[config.mk]
export PLATFORM = sky130hd
export DESIGN_NAME = can_tx_scheduler
export DESIGN_NICKNAME = d
export VERILOG_FILES = /design/src/rtl/can_tx_scheduler.sv
export SDC_FILE = /design/constraint.sdc
export NUM_CORES = 1
export LEC_CHECK = 0
export ABC_AREA = 1
export BUFFER_PORTS_ARGS = -buffer_cell sky130_fd_sc_hd__buf_4
export CAP_MARGIN = 20
export CORE_AREA = 2 2 160 162
export CTS_BUF_LIST = sky130_fd_sc_hd__clkbuf_8
export DETAILED_ROUTE_END_ITERATION = 10
export DIE_AREA = 0 0 162 164
export MAX_ROUTING_LAYER = met4
export PLACE_DENSITY = 0.62
export REMOVE_ABC_BUFFERS = 1
export SLEW_MARGIN = 20
export SYNTH_ARGS = -nofsm -noshare
export SYNTH_HDL_FRONTEND = slang
export SYNTH_SLANG_ARGS = --single-unit
[constraint.sdc]
create_clock -name i_sys_clk -period 1.5 [get_ports i_sys_clk]
set_clock_uncertainty 0.15 [all_clocks]
set_input_delay 0.075 -clock i_sys_clk [delete_from_list [all_inputs] [get_ports i_sys_clk]]
set_output_delay 0.075 -clock i_sys_clk [all_outputs]
set_load 0.02 [all_outputs]
[src/rtl/can_tx_scheduler.sv]
// CAN transmit scheduler.
// Pulls one frame at a time from a high- or normal-priority Tx FIFO and offers it
// to the CAN Tx engine. The frame is held across arbitration losses and error
// retries, and completion or abort is reported as a single-cycle pulse. A run
// counter limits back-to-back hi frames while lo traffic waits.
module can_tx_scheduler #(
   parameter int DATA_WIDTH  = 128,
   parameter int RETRY_LIMIT = 16,
   parameter int MAX_HI_RUN  = 4
) (
   input  logic                               i_sys_clk,
   input  logic                               i_reset,
   input  logic                               i_enable,
   input  logic                               i_hi_empty,
   output logic                               o_hi_rd_en,
   input  logic [DATA_WIDTH-1:0]              i_hi_data,
   input  logic                               i_lo_empty,
   output logic                               o_lo_rd_en,
   input  logic [DATA_WIDTH-1:0]              i_lo_data,
   output logic [DATA_WIDTH-1:0]              o_frame,
   output logic                               o_frame_valid,
   input  logic                               i_frame_ready,
   input  logic                               i_tx_done,
   input  logic                               i_arb_lost,
   input  logic                               i_tx_error,
   output logic                               o_tx_ok,
   output logic                               o_tx_abort,
   output logic                               o_src,
   output logic [$clog2(RETRY_LIMIT+1)-1:0]   o_retry_cnt,
   output logic                               o_busy
);

   localparam int CNT_W = $clog2(RETRY_LIMIT + 1);
   localparam int RUN_W = $clog2(MAX_HI_RUN + 1);

   typedef enum logic [2:0] {
      ST_IDLE,
      ST_POP,
      ST_LOAD,
      ST_OFFER,
      ST_WAIT
   } state_t;

   state_t           state;
   state_t           state_nxt;
   logic [RUN_W-1:0] hi_run;
   logic             start_frame;
   logic             pick_hi;
   logic             last_retry;
   logic             ev_done;
   logic             ev_abort;
   logic             ev_retry;

   // A new frame may start when enabled and either FIFO has data. Hi wins unless
   // it has already used up its run while lo is waiting.
   assign start_frame = i_enable && (!i_hi_empty || !i_lo_empty);
   assign pick_hi     = !i_hi_empty && (i_lo_empty || (hi_run < RUN_W'(MAX_HI_RUN)));
   assign last_retry  = (o_retry_cnt == CNT_W'(RETRY_LIMIT - 1));

   // Next-state and event decode; in WAIT, done beats error beats arbitration loss.
   always_comb begin
      state_nxt = state;
      ev_done   = 1'b0;
      ev_abort  = 1'b0;
      ev_retry  = 1'b0;
      case (state)
         ST_IDLE: begin
            if (start_frame) begin
               state_nxt = ST_POP;
            end
         end
         ST_POP: begin
            state_nxt = ST_LOAD;
         end
         ST_LOAD: begin
            state_nxt = ST_OFFER;
         end
         ST_OFFER: begin
            if (i_frame_ready) begin
               state_nxt = ST_WAIT;
            end
         end
         ST_WAIT: begin
            if (i_tx_done) begin
               ev_done   = 1'b1;
               state_nxt = ST_IDLE;
            end else if (i_tx_error) begin
               if (last_retry) begin
                  ev_abort  = 1'b1;
                  state_nxt = ST_IDLE;
               end else begin
                  ev_retry  = 1'b1;
                  state_nxt = ST_OFFER;
               end
            end else if (i_arb_lost) begin
               state_nxt = ST_OFFER;
            end
         end
         default: begin
            state_nxt = ST_IDLE;
         end
      endcase
   end

   // State register; a reset anywhere drops the held frame without reporting it.
   always_ff @(posedge i_sys_clk) begin
      if (i_reset) begin
         state <= ST_IDLE;
      end else begin
         state <= state_nxt;
      end
   end

   // Datapath: read pulses during POP, frame capture in LOAD, retry count,
   // completion pulses and the hi-run counter.
   always_ff @(posedge i_sys_clk) begin
      if (i_reset) begin
         o_hi_rd_en  <= 1'b0;
         o_lo_rd_en  <= 1'b0;
         o_src       <= 1'b0;
         o_frame     <= '0;
         o_retry_cnt <= '0;
         o_tx_ok     <= 1'b0;
         o_tx_abort  <= 1'b0;
         hi_run      <= '0;
      end else begin
         o_hi_rd_en <= (state == ST_IDLE) && start_frame && pick_hi;
         o_lo_rd_en <= (state == ST_IDLE) && start_frame && !pick_hi;
         o_tx_ok    <= ev_done;
         o_tx_abort <= ev_abort;
         if ((state == ST_IDLE) && start_frame) begin
            o_src <= pick_hi;
         end
         if (state == ST_LOAD) begin
            o_frame     <= o_src ? i_hi_data : i_lo_data;
            o_retry_cnt <= '0;
         end
         if (ev_retry) begin
            o_retry_cnt <= o_retry_cnt + CNT_W'(1);
         end
         if (ev_done || ev_abort) begin
            if (o_src) begin
               if (hi_run != RUN_W'(MAX_HI_RUN)) begin
                  hi_run <= hi_run + RUN_W'(1);
               end
            end else begin
               hi_run <= '0;
            end
         end
      end
   end

   assign o_frame_valid = (state == ST_OFFER);
   assign o_busy        = (state != ST_IDLE);

endmodule

==> impl_metrics.py, run 1 <==
metrics = {
    "outcome": {
        "status": "complete, but fails checks",
        "violations": "hold timing, setup timing",
    },
    "global_routing": {
        "antenna_found_initial": 1,
        "grt_pass1_wl_um": 45100,
        "gr-usage-all-layers_pct": 21.4,
        "grt_pass1_vias": 9545,
        "grt_max_degree": 82,
        "grt_overflow": 0,
    },
    "drt": {
        "ant_nets": 0,
        "drtIter0Drc": 618,
        "drcViolationCount": 0,
        "routed_wirelength_um": 36700,
        "dr.pass1.iters": 5,
        "via_per_inst": 4.77,
        "dr_total_vias": 10300,
        "routedWlPerCell_um": 17.0,
    },
    "timing": {
        "post-route-period-util_pct": 111,
        "rsz0062_at_grt": "true",
        "max_clock_freq_mhz": 602,
        "setup_ws_ns": -0.162,
        "fin_crit_ns": 1.66,
        "max-slew-margin-rel_pct": 64.9,
        "slew_violations": 0,
        "final-setup-viol-count": 140,
        "worstMarginPinSlew_ns": 0.521,
        "finalHoldViolCount": 6,
        "hold_slack_ns": -0.119,
    },
    "final_layout": {
        "multi_input_area_sq_um": 4260,
        "fillers": 1835,
        "seqCellArea_sq_um": 2900,
        "drive_gt1_share_pct": 41.7,
        "nets": 2081,
        "layout_commonest_cell": "buf_4",
        "syn_to_final_growth_pct": 128,
        "final_cells": 2156,
        "design_area_sq_um": 15900,
        "mostFrequentLayoutCells": "buf_4 (442), dlygate4sd3_1 (264), nand2_1 (151), inv_1 (144), nor2_1 (144)",
    },
    "die": {
        "fp.dieW_um": 162,
        "die_h_um": 164,
        "initial_utilization_pct": 28.2,
        "ios": 405,
        "fp.coreArea_sq_um": 24800,
        "fp-row-count": 58,
        "dieArea_sq_um": 26600,
    },
    "synthesis": {
        "syn_inst": 1091,
        "yosysSeqAreaShare_pct": 41.2,
        "syn-cell-area_sq_um": 7000,
        "syn_avg_cell_area_sq_um": 6.42,
        "ys_warn_count": 0,
        "yosys.cell_types.count": 22,
        "ys_seq_elements": 144,
    },
    "place": {
        "dpl_cell_area_sq_um": 10500,
        "hpwl_um": 17200,
        "routabilityCongestion": 0.807,
        "dpl.cell_count": 1795,
        "portBuffers": 404,
    },
    "worst_setup_path": {
        "crit_type": "register to register",
        "setup.worst_path.start_class": "register",
        "path_cells": "inv_4 -> nor3_4 -> buf_12 -> buf_12 -> clkinv_16 -> clkbuf_16 -> nand3_2 -> a21oi_2",
        "rrSetupSlack_ns": -0.16,
        "cp-end-kind": "register",
        "arrival_ns": 1.85,
        "slowest_delay_ns": 0.40,
        "crit_required_ns": 1.69,
        "slowest_stage": "dfxtp_4",
        "path_common_cell": "buf_12",
        "worst-path-max-fanout": 6,
    },
    "clocking": {
        "cts_tree": "built",
        "clockRootBuffer": "clkbuf_8",
        "htreeDepth": 4,
        "clk_pin_slew_ns": 0.10,
        "ctsHoldBuffers": 264,
        "worstSkewPairLatency_ns": 0.45,
        "cts.sinks": 144,
        "cts-buffers-inserted": 17,
        "clockBufferDepth": 2,
    },
    "hold_path": {
        "hold_path.class": "input pin to register",
    },
    "job": {
        "maxCapViolations": 0,
    },
    "power_and_ir_drop": {
        "p_per_area_nw_per_um2": 1450,
        "leakagePower_nw": 7.35,
        "ir_drop_mv": 0.599,
    },
}
==> final timing paths <==
check,cells after the start,from,to
min reg2reg,2,o_retry_cnt[4],o_retry_cnt[4]
max,8,state[1],o_retry_cnt[2]
max reg2reg,8,state[1],o_retry_cnt[2]
min,4,i_tx_error,o_tx_abort
==> routing by layer <==
| layer | vias up | global-route usage [%] | wire (um) |
|---|---|---|---|
| met2 | 549 | 35.3 | 18100 |
| met1 | 4719 | 23.6 | 13800 |
| met3 | 169 | 4.92 | 2480 |
| li1 | 4849 | - | - |
| met4 | 0 | 13.2 | 2300 |
| met5 | - | - | 0 |
==> synthesized netlist by cell type <==
master | n | area share (%)
o21ai_1 | 59 | 4.2
ha_1 | 4 | 0.72
dfxtp_1 | 144 | 41
nor3_1 | 2 | 0.14
buf_6 | 13 | 2.1
o21ai_0 | 202 | 14
a21oi_1 | 6 | 0.43
nand3_1 | 14 | 1.0
nand2_1 | 157 | 8.4
nand4_1 | 4 | 0.36
buf_1 | 4 | 0.21
nor3_2 | 1 | 0.14
inv_2 | 1 | 0.054
buf_4 | 3 | 0.32
nor2_2 | 2 | 0.18
clkbuf_1 | 27 | 1.4
buf_2 | 25 | 1.8
o22ai_1 | 1 | 0.089
nor4_1 | 2 | 0.18
a21boi_0 | 1 | 0.11
nor2_1 | 272 | 15
inv_1 | 147 | 7.9
==> kinds of logic after synthesis <==
kind of cell | synth area share [%]
buffers and inverters | 13.8
DFF | 41.2
adders and majority gates | 0.715
AOI/OAI and AO/OA | 19.3
and+or+nand+nor | 25.0
==> stage by stage <==
step | setup TNS [ns] | util, % | power, mW | worst slack [ns]
final | -12.66 | 64.2 | 23.1 | -0.162
after global routing | -22.07 | 64.2 | 24.2 | -0.241
after CTS | -1.10 | 55.6 | 18.6 | -0.0751
after detailed placement | -1.39 | 42.3 | 14.4 | -0.183
after global placement | -1.02 | 42.3 | 14.4 | -0.160
after floorplan | -554.23 | - | 9.75 | -4.14
==> critical path, delay by kind of cell (launching register included) <==
| kind | cells | cell delay (ns) |
|---|---|---|
| buffers and inverters | 5 | 0.62 |
| flip-flops | 1 | 0.40 |
| AO/OA/AOI/OAI | 1 | 0.05 |
| AND/OR/NAND/NOR | 2 | 0.30 |
==> state kept, by name, summed over array words and instances (netlist names) <==
name and flops:
o_frame 128, o_retry_cnt 5, hi_run 3, state 3, o_hi_rd_en 1, o_lo_rd_en 1
o_src 1, o_tx_abort 1, o_tx_ok 1
==> timing repair <==
action | CTS | global route
endpoints found under the setup margin | 30 | 144
hold endpoints to repair | 143 | 6
gates resized for setup | 41 | 415
gates cloned | 2 | 36
buffers inserted | 9 | 18
pin swaps | 12 | 86
==> cell type report <==
type                       count  share of cell area, %
antenna                        1                 0.0157
clock buffer                  19                   1.64
clock inverter                13                  0.809
inverter                     148                   3.67
multi-input combinational    727                   26.7
sequential                   144                   18.2
tap                          330                   2.59
timing repair buffer         770                   46.0
timing repair inverter         4                  0.432
==> where the power goes <==
group	total, mW	switching [mW]	internal, mW
combinational	13.9	7.45	6.44
clock	3.08	1.65	1.43
sequential	6.13	0.874	5.25
(Power assumes the default switching activity.)
==> run 2: changes to the inputs <==
--- a/constraint.sdc
+++ b/constraint.sdc
@@ -4,2 +4,2 @@
 set_output_delay 0.075 -clock i_sys_clk [all_outputs]
-set_load 0.02 [all_outputs]
+set_load 0.1 [all_outputs]
==> impl_metrics.py, run 2 (synthesis results as in run 1) <==
metrics = {
    "die": {
        "ios": 405,
        "fp.coreArea_sq_um": 24800,
        "die_h_um": 164,
        "fp-row-count": 58,
        "fp.dieW_um": 162,
        "initial_utilization_pct": 28.2,
        "dieArea_sq_um": 26600,
    },
    "timing": {
        "slew_violations": 0,
        "max_clock_freq_mhz": 599,
        "fin_crit_ns": 1.67,
        "post-route-period-util_pct": 111,
        "final-setup-viol-count": 128,
        "finalHoldViolCount": 0,
        "worstMarginPinSlew_ns": 0.482,
        "rsz0062_at_grt": "true",
        "max-slew-margin-rel_pct": 67.5,
        "setup_ws_ns": -0.169,
    },
    "worst_setup_path": {
        "cp.buffers_inverters": 5,
        "crit_family": "buffers and inverters",
        "worst-path-max-fanout": 8,
        "arrival_ns": 1.86,
        "cp-end-kind": "register",
        "crit_type": "register to register",
        "rrSetupSlack_ns": -0.17,
        "crit_required_ns": 1.69,
        "slowest_stage": "dfxtp_4",
        "slowest_delay_ns": 0.38,
        "path_cells": "inv_4 -> nor3_4 -> buf_6 -> clkinv_8 -> buf_12 -> clkbuf_16 -> nor2_4 -> nor2_1",
        "setup.worst_path.start_class": "register",
    },
    "drt": {
        "drtIter0Drc": 719,
        "via_per_inst": 4.78,
        "dr_total_vias": 10200,
        "drcViolationCount": 0,
        "ant_nets": 0,
        "routed_wirelength_um": 35500,
        "routedWlPerCell_um": 16.6,
        "dr.pass1.iters": 8,
    },
    "clocking": {
        "worstSkewPairLatency_ns": 0.45,
        "cts_tree": "built",
        "cts.sinks": 144,
        "htreeDepth": 4,
        "cts-buffers-inserted": 17,
        "clockBufferDepth": 2,
        "clockRootBuffer": "clkbuf_8",
        "clk_pin_slew_ns": 0.10,
    },
    "global_routing": {
        "grt_util_met1_pct": 24.0,
        "use_met2_pct": 37.7,
        "grt_pass1_vias": 9736,
        "gr-usage-all-layers_pct": 22.2,
        "grt_pass1_wl_um": 46300,
        "antenna_found_initial": 0,
        "use_met3_pct": 4.92,
        "grt_overflow": 0,
        "grt_max_degree": 82,
        "grt-busiest-layer": "met2",
    },
    "final_layout": {
        "largest_reg_flops": 128,
        "mostFrequentLayoutCells": "buf_4 (430), dlygate4sd3_1 (264), o21ai_0 (157), nand2_1 (151), nor2_1 (146)",
        "drive_gt1_share_pct": 38.6,
        "fin_util_pct": 62.8,
        "syn_to_final_growth_pct": 123,
        "top_regs": "o_frame x128, o_retry_cnt x5",
        "layout_commonest_cell": "buf_4",
        "final_cells": 2138,
        "regMostFlops": "o_frame",
        "nets": 2064,
    },
    "place": {
        "portBuffers": 404,
        "dpl.cell_count": 1793,
        "hpwl_um": 17200,
        "dp_slack_ns": -0.196,
        "routabilityCongestion": 0.799,
    },
    "outcome": {
        "status": "complete, but fails checks",
        "violations": "setup timing",
    },
    "power_and_ir_drop": {
        "leakagePower_nw": 7.25,
        "ir_drop_mv": 1.27,
        "p_per_area_nw_per_um2": 1960,
    },
    "hold_path": {
        "hold_path.class": "input pin to register",
    },
    "job": {
        "maxCapViolations": 0,
    },
}
[run 2: cell types whose count changed in the layout (fill, tap and decap cells not counted), moves of 7 or more]
cell     change
buf_4       -12
o21ai_0     +32
o21ai_2     -39
nor2_4      +20
o21ai_1      +7
nor2_2      -22
[run 2: worst min-delay path: stages]
cell and delay (ns):
dlygate4sd3_1 0.53, buf_4 0.12, nor4_1 0.04
[run 2: cell type report]
class / instances / area [sq um]
Antenna cell: 1 / 2.50
Sequential cell: 144 / 2900
Clock buffer: 19 / 262
Clock inverter: 12 / 124
Inverter: 148 / 571
Timing Repair Buffer: 757 / 7140
Fill cell: 1850 / 9220
Multi-Input combinational cell: 727 / 4190
Tap cell: 330 / 413
[run 2: where the power goes]
part / switching, mW / internal [mW]
clock network: 1.68 / 1.43
logic: 15.5 / 5.96
registers: 0.741 / 5.25
[run 2: path summary, 6_finish.rpt]
path	depth (start not counted)	to	startpoint
max	8	o_frame[17]	state[1]
min	3	o_tx_abort	i_tx_done
max reg2reg	8	o_frame[17]	state[1]
min reg2reg	2	o_frame[115]	o_frame[115]
[run 2: metrics by stage]
stage	total power, mW	hold WS (ns)	area (sq um)	TNS (ns)
floorplan	16.9	-0.00593	6590	-576.51
global placement	22.8	0.120	10500	-1.04
detailed placement	22.8	0.121	10500	-1.43
CTS	27.1	0.163	13900	-0.966
global route	31.7	0.174	15600	-21.64
finish	30.6	0.192	15600	-13.38
[run 2: timing repair]
action                                 4_1_cts  5_1_grt
resized for setup                           52      350
endpoints found under the hold margin      143        0
gates cloned                                 3       25
hold buffers                               264        0
pin swaps                                    7       72
setup endpoints to repair                   18      146
setup buffers                               11       11
[run 2: routing by layer]
layer / vias to the layer above / share of wire [%]
li1: 4804 / -
met1: 4692 / 37
met2: 561 / 49
met3: 166 / 7.0
met4: 0 / 6.4
met5: - / 0
==> run 3: changes to the inputs <==
- BUFFER_PORTS_ARGS: -buffer_cell sky130_fd_sc_hd__buf_4 -> not set
- CORE_AREA: 2 2 160 162 -> 2 2 157 159
- DIE_AREA: 0 0 162 164 -> 0 0 159 161
- DONT_BUFFER_PORTS: not set -> 1
- PLACE_DENSITY: 0.62 -> 0.48
==> impl_metrics.py, run 3 (synthesis results as in run 1) <==
metrics = {
    "outcome": {
        "status": "complete, but fails checks",
        "violations": "hold timing, setup timing",
    },
    "drt": {
        "routed_wirelength_um": 32600,
        "dr_total_vias": 8968,
        "drtIter0Drc": 531,
        "ant_nets": 0,
        "dr.pass1.iters": 7,
        "via_per_inst": 4.82,
        "drcViolationCount": 0,
        "routedWlPerCell_um": 17.5,
    },
    "global_routing": {
        "gr-usage-all-layers_pct": 21.3,
        "grt_pass1_wl_um": 43200,
        "grt_max_degree": 68,
        "grt_pass1_vias": 8740,
        "grt_overflow": 0,
        "antenna_found_initial": 0,
    },
    "power_and_ir_drop": {
        "power_frac_comb_pct": 68.7,
        "internal_power_mw": 12.0,
        "leakagePower_nw": 5.94,
        "power_switching_mw": 17.4,
        "power_mw": 29.4,
        "swShare_pct": 59.2,
        "seq_power_share_pct": 20.4,
        "pwr-share-clk_pct": 10.9,
        "ir_drop_mv": 1.22,
        "p_per_area_nw_per_um2": 2230,
    },
    "place": {
        "routabilityCongestion": 0.777,
        "hpwl_um": 15900,
        "portBuffers": 0,
        "dp_slack_ns": -0.135,
    },
    "final_layout": {
        "largest_reg_flops": 128,
        "nets": 1794,
        "diodes": 0,
        "mostFrequentLayoutCells": "dlygate4sd3_1 (265), o21ai_0 (186), buf_4 (168), nand2_1 (149), nor2_1 (148)",
        "layout_commonest_cell": "dlygate4sd3_1",
        "regMostFlops": "o_frame",
        "syn_to_final_growth_pct": 88.4,
        "top_regs": "o_frame x128, o_retry_cnt x5",
        "drive_gt1_share_pct": 27.3,
    },
    "timing": {
        "final-setup-viol-count": 140,
        "slew_violations": 0,
        "worstMarginPinSlew_ns": 0.514,
        "fin_crit_ns": 1.65,
        "setup_ws_ns": -0.150,
        "post-route-period-util_pct": 110,
        "max_clock_freq_mhz": 606,
        "rsz0062_at_grt": "true",
        "hold_slack_ns": -0.456,
        "finalHoldViolCount": 11,
        "max-slew-margin-rel_pct": 65.6,
    },
    "die": {
        "ios": 405,
        "dieArea_sq_um": 25600,
        "fp.dieW_um": 159,
        "die_h_um": 161,
        "fp-row-count": 57,
        "fp.coreArea_sq_um": 24000,
        "initial_utilization_pct": 29.2,
    },
    "hold_path": {
        "hold_path.class": "input pin to register",
    },
    "worst_setup_path": {
        "setup.worst_path.start_class": "register",
        "arrival_ns": 1.83,
        "slowest_delay_ns": 0.36,
        "cp-end-kind": "register",
        "slowest_stage": "dfxtp_4",
        "crit_required_ns": 1.68,
        "path_cells": "buf_6 -> nor3_4 -> buf_6 -> buf_12 -> inv_16 -> clkbuf_16 -> nor2_2 -> nor2_1",
        "crit_type": "register to register",
        "worst-path-max-fanout": 9,
        "path_common_cell": "buf_6",
    },
    "clocking": {
        "htreeDepth": 4,
        "clockBufferDepth": 2,
        "cts-buffers-inserted": 17,
        "worstSkewPairLatency_ns": 0.44,
        "cts_tree": "built",
        "clockRootBuffer": "clkbuf_8",
        "cts.sinks": 144,
        "clk_pin_slew_ns": 0.10,
    },
    "job": {
        "maxCapViolations": 0,
    },
}
run 3: changes by cell type in the layout (fill, tap and decap cells not counted), sizes merged:
| cell | change |
|---|---|
| buf | -272 |
| bufbuf | -1 |
| bufinv | +1 |
| clkinv | -1 |
| clkinvlp | +2 |
| diode | -1 |
| dlygate4sd3 | +1 |
| inv | +1 |
run 3: critical path, delay by kind of cell (launching register included):
kind	cells	cell delay, ns
buf+inv	5	0.69
flops	1	0.36
simple gates	3	0.35
run 3: cell type report:
class	instances	area, sq um
multi-input combinational	727	3880
clock inverter	14	154
clock buffer	18	248
sequential	144	2900
timing repair buffer	486	4990
tap	324	405
inverter	148	583
timing repair inverter	1	20.0
fill	2040	10800
run 3: final timing paths:
path | startpoint | to | slack (ns) | cells after the start
setup / recovery | state[0] | o_frame[1] | -0.15 | 8
hold / removal | i_tx_done | o_tx_abort | -0.46 | 1
setup reg to reg | state[0] | o_frame[1] | -0.15 | 8
hold reg to reg | o_frame[53] | o_frame[53] | 0.37 | 2
run 3: what timing repair did:
item	CTS	global route
hold buffers	265	1
pin swaps	14	25
hold endpoints to repair	144	14
endpoints found under the setup margin	15	142
setup buffers	3	10
resized for setup	47	245
cloned	2	26
run 3: per-layer routing:
layer / track usage, % / wire length [um] / vias up
li1: - / - / 4271
met1: 22.3 / 12700 / 4115
met2: 36.1 / 16000 / 473
met3: 6.21 / 2310 / 109
met4: 12.4 / 1590 / 0
met5: - / 0 / -
run 3: metrics by stage:
stage               area (sq um)  hold slack, ns  util, %  std cells  TNS (ns)
detailed placement          8490       -0.000687     35.4       1525    -0.952
finish                     13200          -0.456     55.0       1862    -13.55
global route               13200          -0.508     55.0       1862    -22.78
floorplan                   6590        -0.00593        -       1019   -576.51
global placement            8490        -0.00323     35.4       1525    -0.664
CTS                        11800          -0.498     49.1       1826     -1.16
run 3: power by group through the flow:
| stage | clock, mW | sequential (mW) | combinational, mW |
|---|---|---|---|
| floorplan | 0 | 14.2 | 2.64 |
| global placement | 0 | 5.96 | 16.4 |
| detailed placement | 0 | 5.99 | 16.4 |
| CTS | 3.32 | 5.94 | 17.3 |
| global route | 3.49 | 6.18 | 20.9 |
| finish | 3.20 | 6.00 | 20.2 |
